**config.mk**
```make
export PLATFORM = sky130hd
export DESIGN_NAME = ice_motor_link_responder_flat
export DESIGN_NICKNAME = d
export VERILOG_FILES = /design/src/rtl/ice_motor_link_responder_pkg.sv /design/src/rtl/ice_motor_link_responder_if.sv /design/src/rtl/ice_motor_link_responder_crc8_update.sv /design/src/rtl/ice_motor_link_responder.sv /design/src/flat_wrapper.sv
export SDC_FILE = /design/constraint.sdc
export NUM_CORES = 1
export LEC_CHECK = 0
export BUFFER_PORTS_ARGS = -buffer_cell sky130_fd_sc_hd__buf_4
export CORE_UTILIZATION = 35
export DETAILED_ROUTE_END_ITERATION = 10
export SLEW_MARGIN = 0
export SYNTH_ARGS = -nofsm -noshare
export SYNTH_HDL_FRONTEND = slang
export SYNTH_HIERARCHICAL = 1
export SYNTH_SLANG_ARGS = --single-unit
```
**constraint.sdc**
```tcl
create_clock -name clk -period 4.95 [get_ports clk]
set_clock_uncertainty 0.05 [all_clocks]
set_input_delay 0.2475 -clock clk [delete_from_list [all_inputs] [get_ports clk]]
set_output_delay 0.2475 -clock clk [all_outputs]
set_load 0.02 [all_outputs]
```
**src/rtl/ice_motor_link_responder_pkg.sv**
```systemverilog
// ice_link_pkg: shared constants and state encodings for the motor-board
// link responder.
//   SYNC_CMD / SYNC_STATUS : first byte of command / status frames
//   BROADCAST_ID           : address accepted by every board, never answered
//   CMD_LEN / STATUS_LEN   : frame lengths in bytes
//   CRC8_POLY              : CRC-8 polynomial (init 0, no reflection/xorout)
package ice_link_pkg;

    localparam logic [7:0]  SYNC_CMD     = 8'hA5;
    localparam logic [7:0]  SYNC_STATUS  = 8'h5A;
    localparam logic [7:0]  BROADCAST_ID = 8'hFF;
    localparam int unsigned CMD_LEN      = 8;
    localparam int unsigned STATUS_LEN   = 15;
    localparam logic [7:0]  CRC8_POLY    = 8'h07;

    typedef enum logic [2:0] {
        P_HUNT,
        P_ID,
        P_MODE,
        P_SP,
        P_CRC
    } rx_state_e;

    typedef enum logic {
        TX_IDLE,
        TX_SEND
    } tx_state_e;

endpackage

```
**src/rtl/ice_motor_link_responder_if.sv**
```systemverilog
// Byte-stream link between the UART and the responder.
//   rx_data/rx_valid : received byte and its one-cycle strobe
//   tx_data/tx_valid : byte offered to the transmitter, held until accepted
//   tx_ready         : transmitter can accept a byte
// master = UART side, slave = responder side.
interface ice_motor_link_responder_if;

    logic [7:0] rx_data;
    logic       rx_valid;
    logic [7:0] tx_data;
    logic       tx_valid;
    logic       tx_ready;

    modport master (
        output rx_data, rx_valid, tx_ready,
        input  tx_data, tx_valid
    );

    modport slave (
        input  rx_data, rx_valid, tx_ready,
        output tx_data, tx_valid
    );

endinterface

```
**src/rtl/ice_motor_link_responder_crc8_update.sv**
```systemverilog
// crc8_update: combinational CRC-8 step over one byte (MSB first).
//   crc_in  : running CRC before this byte
//   data_in : byte to fold in
//   crc_out : running CRC after this byte
module crc8_update
    import ice_link_pkg::*;
(
    input  logic [7:0] crc_in,
    input  logic [7:0] data_in,
    output logic [7:0] crc_out
);

    logic [7:0] crc_c;

    always_comb begin
        crc_c = crc_in ^ data_in;
        for (int unsigned i = 0; i < 8; i++) begin
            crc_c = crc_c[7] ? ((crc_c << 1) ^ CRC8_POLY) : (crc_c << 1);
        end
        crc_out = crc_c;
    end

endmodule

```
**src/rtl/ice_motor_link_responder.sv**
```systemverilog
// ice_motor_link_responder: motor-board end of the host link.
//   clk, reset_n     : clock, synchronous active-low reset
//   link (slave)     : rx byte stream in, tx byte stream out
//   board_id         : this board's address
//   enc_position/enc_velocity/current : values reported in status frames
//   setpoint, control_mode : fields of the last accepted command
//   cmd_strobe       : one-cycle pulse per accepted command
//   crc_error_count  : saturating count of bad-CRC command frames
//   link_timeout     : no accepted command for WATCHDOG_CYCLES cycles
module ice_motor_link_responder
    import ice_link_pkg::*;
#(
    parameter int unsigned BYTE_TIMEOUT    = 5000,
    parameter int unsigned WATCHDOG_CYCLES = 5_000_000
) (
    input  logic                       clk,
    input  logic                       reset_n,
    ice_motor_link_responder_if.slave  link,
    input  logic [7:0]                 board_id,
    input  logic signed [31:0]         enc_position,
    input  logic signed [31:0]         enc_velocity,
    input  logic signed [31:0]         current,
    output logic signed [31:0]         setpoint,
    output logic [7:0]                 control_mode,
    output logic                       cmd_strobe,
    output logic [15:0]                crc_error_count,
    output logic                       link_timeout
);

    // Parser state
    rx_state_e   rx_state_q, rx_state_d;
    logic [7:0]  rx_id_q, rx_id_d;
    logic [7:0]  rx_mode_q, rx_mode_d;
    logic [31:0] rx_sp_q, rx_sp_d;
    logic [2:0]  rx_cnt_q, rx_cnt_d;
    logic [7:0]  rx_crc_q, rx_crc_d;
    logic [31:0] byte_tmr_q, byte_tmr_d;

    // Command outputs and watchdog
    logic [31:0] setpoint_q, setpoint_d;
    logic [7:0]  mode_q, mode_d;
    logic        strobe_q, strobe_d;
    logic [15:0] crc_err_q, crc_err_d;
    logic        lt_q, lt_d;
    logic [31:0] wd_q, wd_d;
    logic [31:0] wd_inc;

    // Transmitter state and snapshot
    tx_state_e   tx_state_q, tx_state_d;
    logic [3:0]  tx_idx_q, tx_idx_d;
    logic [7:0]  tx_crc_q, tx_crc_d;
    logic [7:0]  snap_id_q, snap_id_d;
    logic [31:0] snap_pos_q, snap_pos_d;
    logic [31:0] snap_vel_q, snap_vel_d;
    logic [31:0] snap_cur_q, snap_cur_d;

    logic [7:0]  rx_crc_next;
    logic [7:0]  tx_crc_next;
    logic [7:0]  tx_byte;
    logic        accept;
    logic        respond;
    logic        crc_bad;

    crc8_update u_rx_crc (
        .crc_in  (rx_crc_q),
        .data_in (link.rx_data),
        .crc_out (rx_crc_next)
    );

    crc8_update u_tx_crc (
        .crc_in  (tx_crc_q),
        .data_in (tx_byte),
        .crc_out (tx_crc_next)
    );

    // Parser: a byte arrival always takes priority over the silence timer.
    always_comb begin
        rx_state_d = rx_state_q;
        rx_id_d    = rx_id_q;
        rx_mode_d  = rx_mode_q;
        rx_sp_d    = rx_sp_q;
        rx_cnt_d   = rx_cnt_q;
        rx_crc_d   = rx_crc_q;
        byte_tmr_d = byte_tmr_q;
        accept     = 1'b0;
        respond    = 1'b0;
        crc_bad    = 1'b0;

        if (link.rx_valid) begin
            byte_tmr_d = '0;
            case (rx_state_q)
                P_HUNT: begin
                    if (link.rx_data == SYNC_CMD) begin
                        rx_state_d = P_ID;
                        rx_crc_d   = '0;
                    end
                end
                P_ID: begin
                    rx_id_d    = link.rx_data;
                    rx_crc_d   = rx_crc_next;
                    rx_state_d = P_MODE;
                end
                P_MODE: begin
                    rx_mode_d  = link.rx_data;
                    rx_crc_d   = rx_crc_next;
                    rx_cnt_d   = '0;
                    rx_state_d = P_SP;
                end
                P_SP: begin
                    rx_sp_d  = {rx_sp_q[23:0], link.rx_data};
                    rx_crc_d = rx_crc_next;
                    rx_cnt_d = rx_cnt_q + 3'd1;
                    if (rx_cnt_q == 3'd3) begin
                        rx_state_d = P_CRC;
                    end
                end
                P_CRC: begin
                    rx_state_d = P_HUNT;
                    if (link.rx_data == rx_crc_q) begin
                        if (rx_id_q == board_id) begin
                            accept  = 1'b1;
                            respond = 1'b1;
                        end else if (rx_id_q == BROADCAST_ID) begin
                            accept = 1'b1;
                        end
                    end else begin
                        crc_bad = 1'b1;
                    end
                end
                default: rx_state_d = P_HUNT;
            endcase
        end else if (rx_state_q != P_HUNT) begin
            if (byte_tmr_q >= BYTE_TIMEOUT) begin
                rx_state_d = P_HUNT;
                byte_tmr_d = '0;
            end else begin
                byte_tmr_d = byte_tmr_q + 32'd1;
            end
        end
    end

    // Command latch, error counter, watchdog
    always_comb begin
        setpoint_d = setpoint_q;
        mode_d     = mode_q;
        strobe_d   = accept;
        crc_err_d  = crc_err_q;
        lt_d       = lt_q;
        wd_d       = wd_q;
        wd_inc     = wd_q + 32'd1;

        if (crc_bad && crc_err_q != 16'hFFFF) begin
            crc_err_d = crc_err_q + 16'd1;
        end

        if (accept) begin
            setpoint_d = rx_sp_q;
            mode_d     = rx_mode_q;
            lt_d       = 1'b0;
            wd_d       = '0;
        end else if (WATCHDOG_CYCLES != 0 && !lt_q) begin
            wd_d = wd_inc;
            if (wd_inc == WATCHDOG_CYCLES) begin
                lt_d   = 1'b1;
                mode_d = '0;
            end
        end
    end

    // Status byte selection from the snapshot taken at accept time
    always_comb begin
        tx_byte = '0;
        case (tx_idx_q)
            4'd0:    tx_byte = SYNC_STATUS;
            4'd1:    tx_byte = snap_id_q;
            4'd2:    tx_byte = snap_pos_q[31:24];
            4'd3:    tx_byte = snap_pos_q[23:16];
            4'd4:    tx_byte = snap_pos_q[15:8];
            4'd5:    tx_byte = snap_pos_q[7:0];
            4'd6:    tx_byte = snap_vel_q[31:24];
            4'd7:    tx_byte = snap_vel_q[23:16];
            4'd8:    tx_byte = snap_vel_q[15:8];
            4'd9:    tx_byte = snap_vel_q[7:0];
            4'd10:   tx_byte = snap_cur_q[31:24];
            4'd11:   tx_byte = snap_cur_q[23:16];
            4'd12:   tx_byte = snap_cur_q[15:8];
            4'd13:   tx_byte = snap_cur_q[7:0];
            4'd14:   tx_byte = tx_crc_q;
            default: tx_byte = '0;
        endcase
    end

    // Transmitter: a command accepted mid-response does not restart it.
    always_comb begin
        tx_state_d = tx_state_q;
        tx_idx_d   = tx_idx_q;
        tx_crc_d   = tx_crc_q;
        snap_id_d  = snap_id_q;
        snap_pos_d = snap_pos_q;
        snap_vel_d = snap_vel_q;
        snap_cur_d = snap_cur_q;

        case (tx_state_q)
            TX_IDLE: begin
                if (respond) begin
                    tx_state_d = TX_SEND;
                    tx_idx_d   = '0;
                    tx_crc_d   = '0;
                    snap_id_d  = rx_id_q;
                    snap_pos_d = enc_position;
                    snap_vel_d = enc_velocity;
                    snap_cur_d = current;
                end
            end
            TX_SEND: begin
                if (link.tx_ready) begin
                    if (tx_idx_q != 4'd0 && tx_idx_q != 4'(STATUS_LEN - 1)) begin
                        tx_crc_d = tx_crc_next;
                    end
                    if (tx_idx_q == 4'(STATUS_LEN - 1)) begin
                        tx_state_d = TX_IDLE;
                        tx_idx_d   = '0;
                    end else begin
                        tx_idx_d = tx_idx_q + 4'd1;
                    end
                end
            end
            default: tx_state_d = TX_IDLE;
        endcase
    end

    always_ff @(posedge clk) begin
        if (!reset_n) begin
            rx_state_q <= P_HUNT;
            rx_id_q    <= '0;
            rx_mode_q  <= '0;
            rx_sp_q    <= '0;
            rx_cnt_q   <= '0;
            rx_crc_q   <= '0;
            byte_tmr_q <= '0;
            setpoint_q <= '0;
            mode_q     <= '0;
            strobe_q   <= 1'b0;
            crc_err_q  <= '0;
            lt_q       <= 1'b0;
            wd_q       <= '0;
            tx_state_q <= TX_IDLE;
            tx_idx_q   <= '0;
            tx_crc_q   <= '0;
            snap_id_q  <= '0;
            snap_pos_q <= '0;
            snap_vel_q <= '0;
            snap_cur_q <= '0;
        end else begin
            rx_state_q <= rx_state_d;
            rx_id_q    <= rx_id_d;
            rx_mode_q  <= rx_mode_d;
            rx_sp_q    <= rx_sp_d;
            rx_cnt_q   <= rx_cnt_d;
            rx_crc_q   <= rx_crc_d;
            byte_tmr_q <= byte_tmr_d;
            setpoint_q <= setpoint_d;
            mode_q     <= mode_d;
            strobe_q   <= strobe_d;
            crc_err_q  <= crc_err_d;
            lt_q       <= lt_d;
            wd_q       <= wd_d;
            tx_state_q <= tx_state_d;
            tx_idx_q   <= tx_idx_d;
            tx_crc_q   <= tx_crc_d;
            snap_id_q  <= snap_id_d;
            snap_pos_q <= snap_pos_d;
            snap_vel_q <= snap_vel_d;
            snap_cur_q <= snap_cur_d;
        end
    end

    assign link.tx_valid   = (tx_state_q == TX_SEND);
    assign link.tx_data    = tx_byte;
    assign setpoint        = setpoint_q;
    assign control_mode    = mode_q;
    assign cmd_strobe      = strobe_q;
    assign crc_error_count = crc_err_q;
    assign link_timeout    = lt_q;

endmodule
```
**src/flat_wrapper.sv**
```systemverilog
// flat-port wrapper written by rule: the top's interface ports become plain ports
module ice_motor_link_responder_flat import ice_link_pkg::*;
#(
    parameter int unsigned BYTE_TIMEOUT    = 5000,
    parameter int unsigned WATCHDOG_CYCLES = 5_000_000
)
  (clk, reset_n, board_id, enc_position, enc_velocity, current, setpoint, control_mode, cmd_strobe, crc_error_count, link_timeout, link_rx_data, link_rx_valid, link_tx_ready, link_tx_data, link_tx_valid);
  ice_motor_link_responder_if link_i ();
  input  logic clk;
  input  logic reset_n;
  input  logic [7:0] board_id;
  input  logic signed [31:0] enc_position;
  input  logic signed [31:0] enc_velocity;
  input  logic signed [31:0] current;
  output logic signed [31:0] setpoint;
  output logic [7:0] control_mode;
  output logic cmd_strobe;
  output logic [15:0] crc_error_count;
  output logic link_timeout;
  input wire logic [$bits(link_i.rx_data)-1:0] link_rx_data;
  input wire logic [$bits(link_i.rx_valid)-1:0] link_rx_valid;
  input wire logic [$bits(link_i.tx_ready)-1:0] link_tx_ready;
  output wire logic [$bits(link_i.tx_data)-1:0] link_tx_data;
  output wire logic [$bits(link_i.tx_valid)-1:0] link_tx_valid;
  assign link_i.rx_data = link_rx_data;
  assign link_i.rx_valid = link_rx_valid;
  assign link_i.tx_ready = link_tx_ready;
  assign link_tx_data = link_i.tx_data;
  assign link_tx_valid = link_i.tx_valid;
  ice_motor_link_responder #(.BYTE_TIMEOUT(BYTE_TIMEOUT), .WATCHDOG_CYCLES(WATCHDOG_CYCLES)) u_core (.clk(clk), .reset_n(reset_n), .link(link_i), .board_id(board_id), .enc_position(enc_position), .enc_velocity(enc_velocity), .current(current), .setpoint(setpoint), .control_mode(control_mode), .cmd_strobe(cmd_strobe), .crc_error_count(crc_error_count), .link_timeout(link_timeout));
endmodule
```
; Word level (Yosys, flattened, before mapping)
; Cells that the tools add are included.
[totals]
regBits = 301
input_bits = 116
output_inout_bits = 67
word_cells = 159
[op_classes]
n_addsub = 5
order_cmp = 1
n_eq_ne = 33
n_mux = 56
bitwise_logic = 20
reduce_logical = 24
[ops]
columns = operator, n
row1 = 8-bit case mux with 15 select lines, 1
row2 = "32-bit by 1-bit adder with 32-bit output, second input constant", 2
row3 = 3-bit two-way mux, 21
row4 = 8-bit two-way mux, 7
row5 = 3-bit NOT, 16
row6 = "32-bit by 23-bit == test with 1-bit output, second input constant", 1
row7 = "32-bit by 13-bit >= comparator with 1-bit output, second input constant", 1
row8 = 32-bit two-way mux, 1
row9 = 8-bit case mux with 2 select lines, 2
row10 = "4-bit == test, second input constant", 7
row11 = 1-bit two-way mux, 17
row12 = "16-bit by 1-bit adder with 16-bit output, second input constant", 1
row13 = "4-bit by 3-bit == test with 1-bit output, second input constant", 4
row14 = 8-bit == test, 2
row15 = "8-bit == test, second input constant", 2
row16 = "16-bit inequality test, second input constant", 1
row17 = 8-bit bitwise XOR, 2
row18 = 2-bit AND reduction, 7
row19 = 4-bit two-way mux, 3
row20 = 3-bit case mux with 4 select lines, 1
row21 = 2-bit nonzero test, 5
row22 = "3-bit by 2-bit == test with 1-bit output, second input constant", 3
row23 = "4-bit by 2-bit == test with 1-bit output, second input constant", 2
row24 = 4-bit case mux with 2 select lines, 1
row25 = 21 further kinds, 29

; Logic depth before layout (Yosys ltp)
; Gate-level depths: netlist of the first run.
[logic_depth]
word_depth = 22
depth_mapped = 14

; Modules after synthesis
; The synthesis of the first run kept the hierarchy.
[by_module_without_submodules]
columns = mod, instances, cells_per_inst, area_per_inst_um2
row1 = ice_motor_link_responder, 1, 1594, 12899.9
row2 = crc8_update, 2, 20, 212.7

; Worst setup path after synthesis of the first run
; No wires, ideal clock.
[synth_path]
path_type = register -> register
start = register u_core.tx_idx_q[1]
end = register u_core.tx_crc_q[3]
setup_ns = 0.128
arrival_time_ns = 3.099
required_ns = 4.772
slack_ns = 1.673
stages_incl_launch_ff = 11
period_less_slack_ns = 3.277
cell_sequence = dfxtp_1 clkbuf_1 buf_1 mux2_2 a221oi_1 o21ai_0 xor2_2 xnor3_2 xor2_1 a22oi_1 nor2_1
[synth_rtl]
columns = item, line
row1 = start: declaration, ice_motor_link_responder.sv:50  ; logic [3:0] tx_idx_q, tx_idx_d;
row2 = start signal: assignment, ice_motor_link_responder.sv:269  ; tx_idx_q <= tx_idx_d;
row3 = 4-bit == test (tied with other cells), ice_motor_link_responder.sv:173  ; case (tx_idx_q)
row4 = 8-bit case mux with 15 select lines (*), ice_motor_link_responder.sv:173
row5 = via link_tx_data[7], flat_wrapper.sv:23  ; output wire logic [$bits(link_i.tx_data)-1:0] link_tx_data;
row6 = 8-bit bitwise XOR (*), ice_motor_link_responder_crc8_update.sv:16  ; crc_c = crc_in ^ data_in;
row7 = 3-bit two-way mux (*) (2 in series), ice_motor_link_responder_crc8_update.sv:18  ; crc_c = crc_c[7] ? ((crc_c << 1) ^ CRC8_POLY) : (crc_c << 1);
row8 = via u_core.tx_crc_next[3], ice_motor_link_responder.sv:58  ; logic [7:0] tx_crc_next;
row9 = 8-bit two-way mux (*), ice_motor_link_responder.sv:217  ; if (tx_idx_q != 4'd0 && tx_idx_q != 4'(STATUS_LEN - 1)) begin
row10 = 8-bit two-way mux (*), ice_motor_link_responder.sv:216  ; if (link.tx_ready) begin
row11 = 8-bit case mux with 2 select lines (*), ice_motor_link_responder.sv:203  ; case (tx_state_q)
row12 = end signal: assignment, ice_motor_link_responder.sv:270  ; tx_crc_q <= tx_crc_d;
row13 = end: declaration, ice_motor_link_responder.sv:51  ; logic [7:0] tx_crc_q, tx_crc_d;
; Mark *: on every way through the listed nets, which the timed path passes. The rest lies on a longest branch. The select of a mux whose other input is x is not followed.
; A chain may end at the register's enable or synchronous reset.

; Worst setup path in the final report of the first run
[layout_path]
start = register u_core.tx_idx_q[2]
end = register u_core.tx_crc_q[3]
[layout_via]
elab_chain_len = 11
[layout_lines]
columns = item, line
row1 = 4-bit == test (tied with other cells), ice_motor_link_responder.sv:173
row2 = 8-bit case mux with 15 select lines (*), ice_motor_link_responder.sv:173
row3 = 8-bit bitwise XOR (*), ice_motor_link_responder_crc8_update.sv:16
row4 = 3-bit two-way mux, ice_motor_link_responder_crc8_update.sv:18
row5 = 3-bit NOT (no line), -
row6 = 3-bit two-way mux, ice_motor_link_responder_crc8_update.sv:18
row7 = 3-bit NOT (no line), -
row8 = 3-bit two-way mux (*), ice_motor_link_responder_crc8_update.sv:18
row9 = via u_core.tx_crc_next[3], ice_motor_link_responder.sv:58
row10 = 8-bit two-way mux (*), ice_motor_link_responder.sv:217
row11 = 8-bit two-way mux (*), ice_motor_link_responder.sv:216
row12 = 8-bit case mux with 2 select lines (*), ice_motor_link_responder.sv:203
; Marked as above.

==> impl_metrics.json, run 1 <==
{
  "crit_arrival_ps": 3930,
  "dp.final_hpwl_microns": 26600,
  "hold_violations": 0,
  "cts_resized": 0,
  "drc": 0,
  "crit_chain": "buf_4 -> nor2b_1 -> a221oi_1 -> o21ai_0 -> xor2_2 -> xnor3_2 -> xor2_1 -> a22oi_1 -> nor2_1",
  "clock.fmax_mhz": 278,
  "rsz0062_at_grt": "no",
  "hold_start": "link_tx_ready",
  "crit_slowest_cell": "dfxtp_1",
  "vias": 12000,
  "crit_path_max_fanout": 24,
  "insertion_delay_ps": 520,
  "async_reset_ff_share_pct": 0,
  "numCtsBuffers": 34,
  "ys_seq_area_share_pct": 45.2,
  "clk_path_buf_depth": 3,
  "finalSetupTns_ps": 0,
  "grt_pass1_wl_microns": 62000,
  "grt_usage_pct": 19.8,
  "slew_viol_final": 0,
  "gp_congestion": 0.917,
  "core_sq_um": 37600,
  "fillerInstances": 3709,
  "synthCells": 1634,
  "fin_nets": 1983,
  "cpPeakStageDelay_ps": 780,
  "multi_input_area_sq_um": 6840,
  "hold_path.class": "in2reg",
  "fin_crit_sh_pct": 72.8,
  "synth_edf_count": 0,
  "worstPathRequired_ps": 5280,
  "period_needed_ps": 3600,
  "critPathCaptureType": "flip-flop",
  "dieArea_sq_um": 38900,
  "utilization_pct": 45.8,
  "cts_tree": "done",
  "r2r_start": "u_core/tx_idx_q[2]$_SDFFE_PN0P_",
  "outcome": "finished, final reports clean",
  "yosysUniqueCellTypes": 61,
  "fp.dieW_microns": 197,
  "wire_per_inst_microns": 16.3,
  "critPathLaunchType": "flip-flop",
  "vias_per_cell": 5.01,
  "io_buffers": 182,
  "startpoint": "u_core/tx_idx_q[2]$_SDFFE_PN0P_",
  "synthesis.area_sq_um": 13300,
  "relSlewSlack_pct": 25.9,
  "grt_start_max_net_pins": 108,
  "first_pass_iters": 5,
  "seq_area_sq_um": 6030,
  "p_leak_nw": 6.10,
  "syn-num-nets": 1757,
  "maxCapViolations": 0,
  "ys_warn_count": 6,
  "ant_nets": 0,
  "start_util_pct": 35.5,
  "gr-total-overflow": 0,
  "worstMarginPinSlew_ps": 1110,
  "peakVddDrop_v": 0.000283,
  "die_h_microns": 197,
  "drt_iter0_markers": 758,
  "htreeDepth": 2,
  "wirelength_microns": 39100,
  "path_class": "reg2reg",
  "cellPowerDensity_nw_per_um2": 300,
  "critical-path-top-delay-family": "XOR/XNOR gates",
  "area_growth_pct": 29.1,
  "finalSetupViolCount": 0,
  "synth_ff_type": "dfxtp_1",
  "pin_count": 183,
  "path_buf_inv": 1,
  "syn_avg_cell_area_sq_um": 8.16,
  "drive_gt1_share_pct": 14.6,
  "antenna_found_initial": 2,
  "cts.clk_slew.worst_paths_ps": 50,
  "synth_seq_cells": 301,
  "row_count": 71,
  "cts.sinks": 301,
  "cts_root_buf": "clkbuf_16",
  "first_global_vias": 11800
}
==> synth_stat cells, types with 4 or more instances <==
cell / n / share of area, %
a32o_1: 5 / 0.38
mux2i_1: 51 / 3.8
a22o_1: 11 / 0.72
nor4_1: 23 / 1.1
xor2_1: 58 / 3.8
nand3_1: 56 / 2.1
a31oi_1: 14 / 0.66
nand2_1: 352 / 9.9
xnor3_2: 4 / 0.71
a32oi_1: 6 / 0.39
inv_1: 18 / 0.51
mux2_2: 8 / 0.68
nand4_1: 25 / 1.2
nor2b_1: 13 / 0.61
nand2b_1: 7 / 0.33
buf_1: 17 / 0.48
a41oi_1: 5 / 0.33
or3_1: 10 / 0.47
xnor2_1: 58 / 3.8
and3_1: 14 / 0.66
nor4bb_1: 4 / 0.30
dfxtp_1: 301 / 45
buf_2: 9 / 0.34
and4_1: 7 / 0.46
nor2_1: 172 / 4.8
a22oi_1: 14 / 0.79
ha_1: 7 / 0.66
a221oi_1: 6 / 0.39
o21ai_0: 23 / 0.86
clkbuf_1: 82 / 2.3
a21oi_1: 188 / 7.1
nor3_1: 20 / 0.75
==> sequential cells by signal (all words and copies together), names as in the netlist, 16 cells and up <==
name and count:
u_core/byte_tmr_q 32, u_core/rx_sp_q 32, u_core/snap_vel_q 32, u_core/crc_error_count 16
u_core/snap_pos_q 32, u_core/snap_cur_q 32, u_core/setpoint 32, u_core/wd_q 32
==> report_power, final <==
| part | total [W] | switching (W) | internal, W |
|---|---|---|---|
| combinational | 0.000237 | 0.000101 | 0.000137 |
| clock | 0.00249 | 0.000998 | 0.00149 |
| sequential | 0.00243 | 0.00000338 | 0.00242 |
| total | 0.00516 | 0.00110 | 0.00406 |
==> worst register-to-register path, cell delays in order (launching register included) <==
cell and delay [ps]:
dfxtp_1 780, buf_4 380, nor2b_1 380, a221oi_1 160
o21ai_0 540, xor2_2 300, xnor3_2 500, xor2_1 160
a22oi_1 170, nor2_1 60
==> final timing paths <==
kind,slack [ps],depth (start not counted),endpoint
worst max-delay path,1350,9,u_core/tx_crc_q[3]$_SDFFE_PN0P_
worst min-delay path,30,3,u_core/tx_idx_q[1]$_SDFFE_PN0P_
worst max register to register,1350,9,u_core/tx_crc_q[3]$_SDFFE_PN0P_
worst min register to register,400,2,u_core/snap_cur_q[23]$_SDFFE_PN0P_
==> cell type report <==
class	count	share of cell area [%]
Tap cell	511	3.72
Multi-Input combinational cell	1207	39.7
Antenna cell	2	0.0291
Clock inverter	11	0.778
Inverter	18	0.422
Timing Repair Buffer	298	14.6
Sequential cell	301	35.0
Clock buffer	47	5.70
==> cell usage in the layout, fill, tap and decap left out, types with 4 or more instances in the layout <==
master / count
inv_1: 17
o21ai_0: 23
nand3_1: 56
xnor2_1: 58
dfxtp_1: 301
xor2_1: 58
a221oi_1: 6
or3_1: 9
a41oi_1: 5
a21oi_1: 187
dlygate4sd3_1: 103
and4_1: 7
nor2_1: 172
nand2_1: 352
nand4_1: 25
clkbuf_8: 6
nor4bb_1: 4
clkinv_2: 5
nor4_1: 23
nand2b_1: 7
a31oi_1: 14
mux2i_1: 51
a22oi_1: 14
a22o_1: 11
a32o_1: 5
and3_1: 14
xnor3_2: 4
clkbuf_1: 6
a32oi_1: 6
ha_1: 7
nor3_1: 19
clkbuf_16: 35
buf_4: 194
nor2b_1: 13
mux2_2: 8
==> per-stage QoR <==
step	power, W	worst slack (ps)	cell area (sq um)	hold WS, ps	std cells
after floorplan	0.00255	1670	13300	333	1634
after global placement	0.00265	1490	15100	391	2232
after detailed placement	0.00265	1390	15100	397	2232
after CTS	0.00523	1370	17200	2.03	2392
after global routing	0.00535	1050	17200	37.7	2393
final	0.00516	1350	17200	34.6	2395
==> routing by layer <==
metal	GRT usage (%)	vias to the layer above	wire [microns]
li1	-	6029	-
met1	25.9	5651	17900
met2	32.5	264	18100
met3	3.82	64	1910
met4	7.24	0	1140
met5	0	-	0
==> repair_timing <==
item / in CTS / in global routing
setup buffers: 0 / 0
endpoints found under the hold margin: 110 / 1
endpoints found under the setup margin: 0 / 0
hold buffers: 102 / 1
==> kinds of logic after synthesis <==
| group | synth area share [%] |
|---|---|
| flip-flops | 45.2 |
| AND/OR/NAND/NOR | 23.6 |
| multiplexers | 4.85 |
| XOR/XNOR | 8.58 |
| adder cells (fa/ha/maj) | 0.657 |
| buffers and inverters | 3.63 |
| AO/OA/AOI/OAI | 13.4 |
(Power assumes the default switching activity.)
==> run 2: changes to the inputs <==
==> constraint.sdc (replaced) <==
create_clock -name clk -period 3 [get_ports clk]
set_clock_uncertainty 0.05 [all_clocks]
set_input_delay 0.15 -clock clk [delete_from_list [all_inputs] [get_ports clk]]
set_output_delay 0.15 -clock clk [all_outputs]
set_load 0.02 [all_outputs]
==> run 2 against run 1 <==
Effect of this change: setup slack got worse by 1200 ps; largest cell class unchanged; first-iteration DRC count rose by 5.3%; combinational power rose by 66%.
==> impl_metrics.json, run 2 (same netlist as run 1, synthesis figures left out) <==
{
  "die_h_microns": 197,
  "first_pass_iters": 5,
  "fin_crit_sh_pct": 96.5,
  "power.share.clock_pct": 48.4,
  "p_sw_w": 0.00182,
  "gp_congestion": 0.931,
  "hold_violations": 0,
  "crit_path_max_fanout": 18,
  "crit_slowest_cell": "xnor3_2",
  "dieArea_sq_um": 38900,
  "period_needed_ps": 2900,
  "vias_per_cell": 4.96,
  "antenna_found_initial": 1,
  "cts_tree": "done",
  "p_comb_share_pct": 4.6,
  "pin_count": 183,
  "area_growth_pct": 31.9,
  "cellPowerDensity_nw_per_um2": 485,
  "core_sq_um": 37600,
  "ant_nets": 0,
  "finalSetupViolCount": 0,
  "wirelength_microns": 38600,
  "r2r_cells": 11,
  "p_seq_share_pct": 47.0,
  "gr-total-overflow": 0,
  "slew_viol_final": 0,
  "maxCapViolations": 0,
  "critPathLaunchType": "flip-flop",
  "critPathCaptureType": "flip-flop",
  "vias": 12000,
  "io_buffers": 182,
  "dp.final_hpwl_microns": 26400,
  "peakVddDrop_v": 0.000306,
  "hold_start": "link_rx_valid",
  "hold_depth": 5,
  "cts.sinks": 301,
  "insertion_delay_ps": 520,
  "worstMarginPinSlew_ps": 1070,
  "switching_share_pct": 21.3,
  "first_global_vias": 11500,
  "drc": 0,
  "fin_nets": 2017,
  "path_class": "reg2reg",
  "clk_path_buf_depth": 3,
  "final_common_cell": "nand2_1",
  "crit_arrival_ps": 3190,
  "htreeDepth": 2,
  "worstPathRequired_ps": 3290,
  "drt_iter0_markers": 798,
  "r2r_start": "u_core/tx_idx_q[0]$_SDFFE_PN0P_",
  "utilization_pct": 46.8,
  "p_int_w": 0.00671,
  "reg2reg_slack_ps": 100,
  "rsz0062_at_grt": "no",
  "start_util_pct": 35.5,
  "grt_start_max_net_pins": 227,
  "finalSetupTns_ps": 0,
  "min_to": "u_core/rx_state_q[0]$_SDFFE_PN0P_",
  "clock.fmax_mhz": 345,
  "fp.dieW_microns": 197,
  "worstReg2RegEnd": "u_core/tx_crc_q[2]$_SDFFE_PN0P_",
  "outcome": "finished, final reports clean",
  "crit_chain": "buf_6 -> buf_4 -> mux2i_1 -> o21ai_0 -> a21oi_1 -> o211ai_1 -> xor2_1 -> xnor3_2 -> xnor2_1 -> a22oi_1 -> nor2_1",
  "numCtsBuffers": 35,
  "relSlewSlack_pct": 28.5,
  "row_count": 71,
  "grt_usage_pct": 19.5,
  "cts_root_buf": "clkbuf_16",
  "hold_path.class": "in2reg",
  "cpPeakStageDelay_ps": 480,
  "wire_per_inst_microns": 15.9,
  "cts.clk_slew.worst_paths_ps": 60,
  "grt_pass1_wl_microns": 61000,
  "drive_gt1_share_pct": 16.2,
  "p_leak_nw": 6.31,
  "fillerInstances": 3629,
  "final_cell_mix": "352 x nand2_1, 301 x dfxtp_1, 216 x buf_4"
}
[run 2: area by class of cell]
| type | instances | area (sq um) | share of cell area (%) |
|---|---|---|---|
| Antenna cell | 1 | 2.50 | 0.0142 |
| Clock buffer | 48 | 986 | 5.61 |
| Clock inverter | 12 | 125 | 0.712 |
| Inverter | 18 | 72.6 | 0.413 |
| Multi-Input combinational cell | 1207 | 6860 | 39.1 |
| Sequential cell | 301 | 6030 | 34.3 |
| Tap cell | 511 | 639 | 3.64 |
| Timing Repair Buffer | 331 | 2850 | 16.2 |
[run 2: metal layers]
metal | routed length, microns | GRT usage [%] | share of wire (%) | vias to the layer above
met1 | 17800 | 25.8 | 46 | 5638
met4 | 939 | 6.20 | 2.4 | 0
li1 | - | - | - | 6094
met2 | 18200 | 32.5 | 47 | 249
met3 | 1750 | 3.19 | 4.5 | 67
met5 | 0 | 0 | 0 | -
[run 2: worst max-delay path, delay by kind of cell, from the launching register on]
kind	cells	cell delay [ps]
DFF	1	390
muxes	1	290
xor gates and xnor gates	3	820
and+or+nand+nor	1	60
buffers and inverters	2	420
AOI/OAI and AO/OA	4	710
[run 2: power groups by stage]
stage | sequential (W) | clock (W) | combinational (W)
6_report | 0.00401 | 0.00412 | 0.000394
5_1_grt | 0.00400 | 0.00440 | 0.000425
4_1_cts | 0.00401 | 0.00425 | 0.000394
3_5_place_dp | 0.00409 | 0 | 0.000282
3_3_place_gp | 0.00409 | 0 | 0.000278
2_1_floorplan | 0.00409 | 0 | 0.000118
[run 2: per-stage QoR]
stage	instance area, sq um	hold WS [ps]	std cells	worst slack, ps	total power [W]
final	17600	70.9	2429	104	0.00852
after CTS	17500	45.7	2427	57.8	0.00865
after global placement	15400	354	2261	152	0.00437
after floorplan	13300	236	1634	21.4	0.00421
after detailed placement	15400	359	2261	105	0.00438
after global routing	17600	132	2428	2.06	0.00883
[run 2: repair_timing]
item / 4_1_cts / 5_1_grt
hold endpoints to repair: 124 / 0
resized for setup: 0 / 8
endpoints found under the setup margin: 0 / 11
buffers inserted: 0 / 1
hold buffers: 106 / 0
[run 2: how the worst max path moves through the flow]
stage / startpoint / to / slack, ps / cells after the start
6_report: u_core/tx_idx_q[0]$_SDFFE_PN0P_ / u_core/tx_crc_q[2]$_SDFFE_PN0P_ / 100 / 11
3_3_place_gp: u_core/tx_idx_q[0]$_SDFFE_PN0P_ / u_core/tx_crc_q[2]$_SDFFE_PN0P_ / 150 / 11
2_1_floorplan: u_core/tx_idx_q[0]$_SDFFE_PN0P_ / u_core/tx_crc_q[3]$_SDFFE_PN0P_ / 20 / 11
5_1_grt: u_core/tx_idx_q[2]$_SDFFE_PN0P_ / u_core/tx_crc_q[1]$_SDFFE_PN0P_ / 2 / 13
4_1_cts: u_core/tx_idx_q[2]$_SDFFE_PN0P_ / u_core/tx_crc_q[2]$_SDFFE_PN0P_ / 60 / 13
3_5_place_dp: u_core/tx_idx_q[2]$_SDFFE_PN0P_ / u_core/tx_crc_q[2]$_SDFFE_PN0P_ / 100 / 13
==> run 3: changes to the inputs <==
--- a/config.mk
+++ b/config.mk
@@ -6,8 +6,11 @@
 export NUM_CORES = 1
 export LEC_CHECK = 0
 export BUFFER_PORTS_ARGS = -buffer_cell sky130_fd_sc_hd__buf_4
+export CELL_PAD_IN_SITES_DETAIL_PLACEMENT = 0
+export CELL_PAD_IN_SITES_GLOBAL_PLACEMENT = 1
 export CORE_UTILIZATION = 35
 export DETAILED_ROUTE_END_ITERATION = 10
+export PLACE_DENSITY_LB_ADDON = 0.1
 export SLEW_MARGIN = 0
 export SYNTH_ARGS = -nofsm -noshare
 export SYNTH_HDL_FRONTEND = slang
==> run 3 against run 2 <==
Effect of this change: maximum frequency increased by 3.1%; wire length up 4.9%; setup slack better by 88 ps; register-to-register slack improved by 90 ps; first-iteration DRC count shrank 5.1%; hold slack lost 28 ps; combinational power increased by 3%; final cell count increased by 0.21%; via count grew 0.31%; non-clock buffer count rose by 6; critical path type unchanged; critical endpoint is now u_core/tx_crc_q[4]$_SDFFE_PN0P_; largest power group unchanged.
==> impl_metrics.json, run 3 (same netlist as run 1, synthesis figures left out) <==
{
  "row_count": 71,
  "relSlewSlack_pct": 54.6,
  "worstReg2RegEnd": "u_core/tx_crc_q[4]$_SDFFE_PN0P_",
  "dieArea_sq_um": 38900,
  "start_util_pct": 35.5,
  "outcome": "finished, final reports clean",
  "area_growth_pct": 32.5,
  "drc": 0,
  "die_h_microns": 197,
  "grt.busiest_layer": "met2",
  "final_cells": 2434,
  "grtUsageMet1_pct": 29.3,
  "critPathCaptureType": "flip-flop",
  "finalSetupViolCount": 0,
  "fin_crit_sh_pct": 93.6,
  "hold_path.class": "in2reg",
  "critical-path-top-delay-family": "XOR/XNOR gates",
  "whs_ps": 43.2,
  "cts.clk_slew.worst_paths_ps": 60,
  "crit_path_max_fanout": 3,
  "grt_usage_pct": 20.8,
  "first_global_vias": 11800,
  "crit_arrival_ps": 3160,
  "numCtsBuffers": 36,
  "min_to": "u_core/rx_state_q[0]$_SDFFE_PN0P_",
  "final_common_cell": "nand2_1",
  "core_sq_um": 37600,
  "path_buf_inv": 1,
  "drive_gt1_share_pct": 16.8,
  "rsz0062_at_grt": "no",
  "crit_slowest_cell": "mux4_2",
  "cpPeakStageDelay_ps": 520,
  "gr-total-overflow": 0,
  "first_pass_iters": 5,
  "finalSetupTns_ps": 0,
  "wirelength_microns": 40500,
  "hold_start": "link_rx_valid",
  "htreeDepth": 2,
  "wire_per_inst_microns": 16.6,
  "num_antenna_cells": 0,
  "hold_violations": 0,
  "clk_path_buf_depth": 3,
  "vias": 12100,
  "grt_util_met3_pct": 2.87,
  "cts_tree": "done",
  "p_leak_nw": 6.36,
  "fin_nets": 2024,
  "crit_chain": "buf_4 -> mux4_2 -> a221oi_1 -> o21ai_0 -> xnor2_1 -> xor2_1 -> xnor2_1 -> a22oi_1 -> nor2_1",
  "worstMarginPinSlew_ps": 681,
  "cts.sinks": 301,
  "r2r_cells": 9,
  "vias_per_cell": 4.97,
  "cellPowerDensity_nw_per_um2": 493,
  "worstPathRequired_ps": 3360,
  "insertion_delay_ps": 540,
  "gr-usage-met2_pct": 32.4,
  "ant_nets": 0,
  "path_class": "reg2reg",
  "dp.final_hpwl_microns": 27700,
  "cts_root_buf": "clkbuf_16",
  "pin_count": 183,
  "critPathLaunchType": "flip-flop",
  "peakVddDrop_v": 0.000341,
  "final_cell_mix": "352 x nand2_1, 298 x dfxtp_1, 223 x buf_4",
  "grt_pass1_wl_microns": 64100,
  "gp_congestion": 0.885,
  "clock.fmax_mhz": 356,
  "crit_top_cell": "xnor2_1",
  "fp.dieW_microns": 197,
  "slew_viol_final": 0,
  "antenna_found_initial": 0,
  "io_buffers": 182,
  "r2r_start": "u_core/tx_idx_q[1]$_SDFFE_PN0P_",
  "drt_iter0_markers": 757,
  "period_needed_ps": 2810,
  "dp.cells": 2267,
  "reg2reg_slack_ps": 190,
  "grt_start_max_net_pins": 108,
  "hold_depth": 5,
  "maxCapViolations": 0
}
[run 3: metal layers]
metal | vias up | share of wire (%) | wire, microns
met2 | 258 | 44 | 18000
met3 | 65 | 3.8 | 1540
li1 | 6101 | - | -
met1 | 5661 | 49 | 19900
met4 | 0 | 2.6 | 1060
met5 | - | 0 | 0
[run 3: report_power, final]
| group | internal, W | switching [W] |
|---|---|---|
| Clock | 0.00260 | 0.00170 |
| Combinational | 0.000231 | 0.000173 |
| Sequential | 0.00400 | 0.00000531 |
| Total | 0.00683 | 0.00188 |
[run 3: worst max path at each step]
stage	startpoint	to	slack [ps]	cells after the start
after CTS	u_core/tx_idx_q[2]$_SDFFE_PN0P_	u_core/tx_crc_q[1]$_SDFFE_PN0P_	70	11
after detailed placement	u_core/tx_idx_q[2]$_SDFFE_PN0P_	u_core/tx_crc_q[1]$_SDFFE_PN0P_	100	11
final	u_core/tx_idx_q[1]$_SDFFE_PN0P_	u_core/tx_crc_q[4]$_SDFFE_PN0P_	190	9
after global placement	u_core/tx_idx_q[0]$_SDFFE_PN0P_	u_core/tx_crc_q[3]$_SDFFE_PN0P_	140	10
after global routing	u_core/tx_idx_q[1]$_SDFFE_PN0P_	u_core/tx_crc_q[4]$_SDFFE_PN0P_	5	9
after floorplan	u_core/tx_idx_q[0]$_SDFFE_PN0P_	u_core/tx_crc_q[3]$_SDFFE_PN0P_	20	11
[run 3: cell type report]
cell class / count / area [sq um]
Clock inverter: 10 / 111
Clock buffer: 50 / 1040
Timing Repair Buffer: 337 / 2900
Sequential cell: 301 / 6030
Fill cell: 3752 / 19900
Tap cell: 511 / 639
Multi-Input combinational cell: 1207 / 6870
Inverter: 18 / 72.6
[run 3: timing repair]
| action | CTS | global route |
|---|---|---|
| hold buffers | 106 | 0 |
| endpoints found under the setup margin | 0 | 11 |
| hold endpoints to repair | 124 | 0 |
| buffers inserted | 0 | 1 |
| resized for setup | 0 | 9 |
[run 3: worst reg2reg max path: cells and delay by family, from the launching register on]
kind	cells	cell delay, ps
XOR/XNOR	3	800
buffers and inverters	1	160
AO/OA/AOI/OAI	3	700
flip-flops	1	390
AND/OR/NAND/NOR	1	50
multiplexers	1	520
[run 3: stage by stage]
stage                     instance area (sq um)  power, W  setup slack [ps]  utilization (%)
after floorplan                           13300   0.00421              21.4                -
after global placement                    15400   0.00438               142             41.0
after detailed placement                  15400   0.00439              97.5             41.0
after CTS                                 17600   0.00886              72.9             46.9
after global routing                      17700   0.00904              5.31             47.0
final                                     17700   0.00871               192             47.0
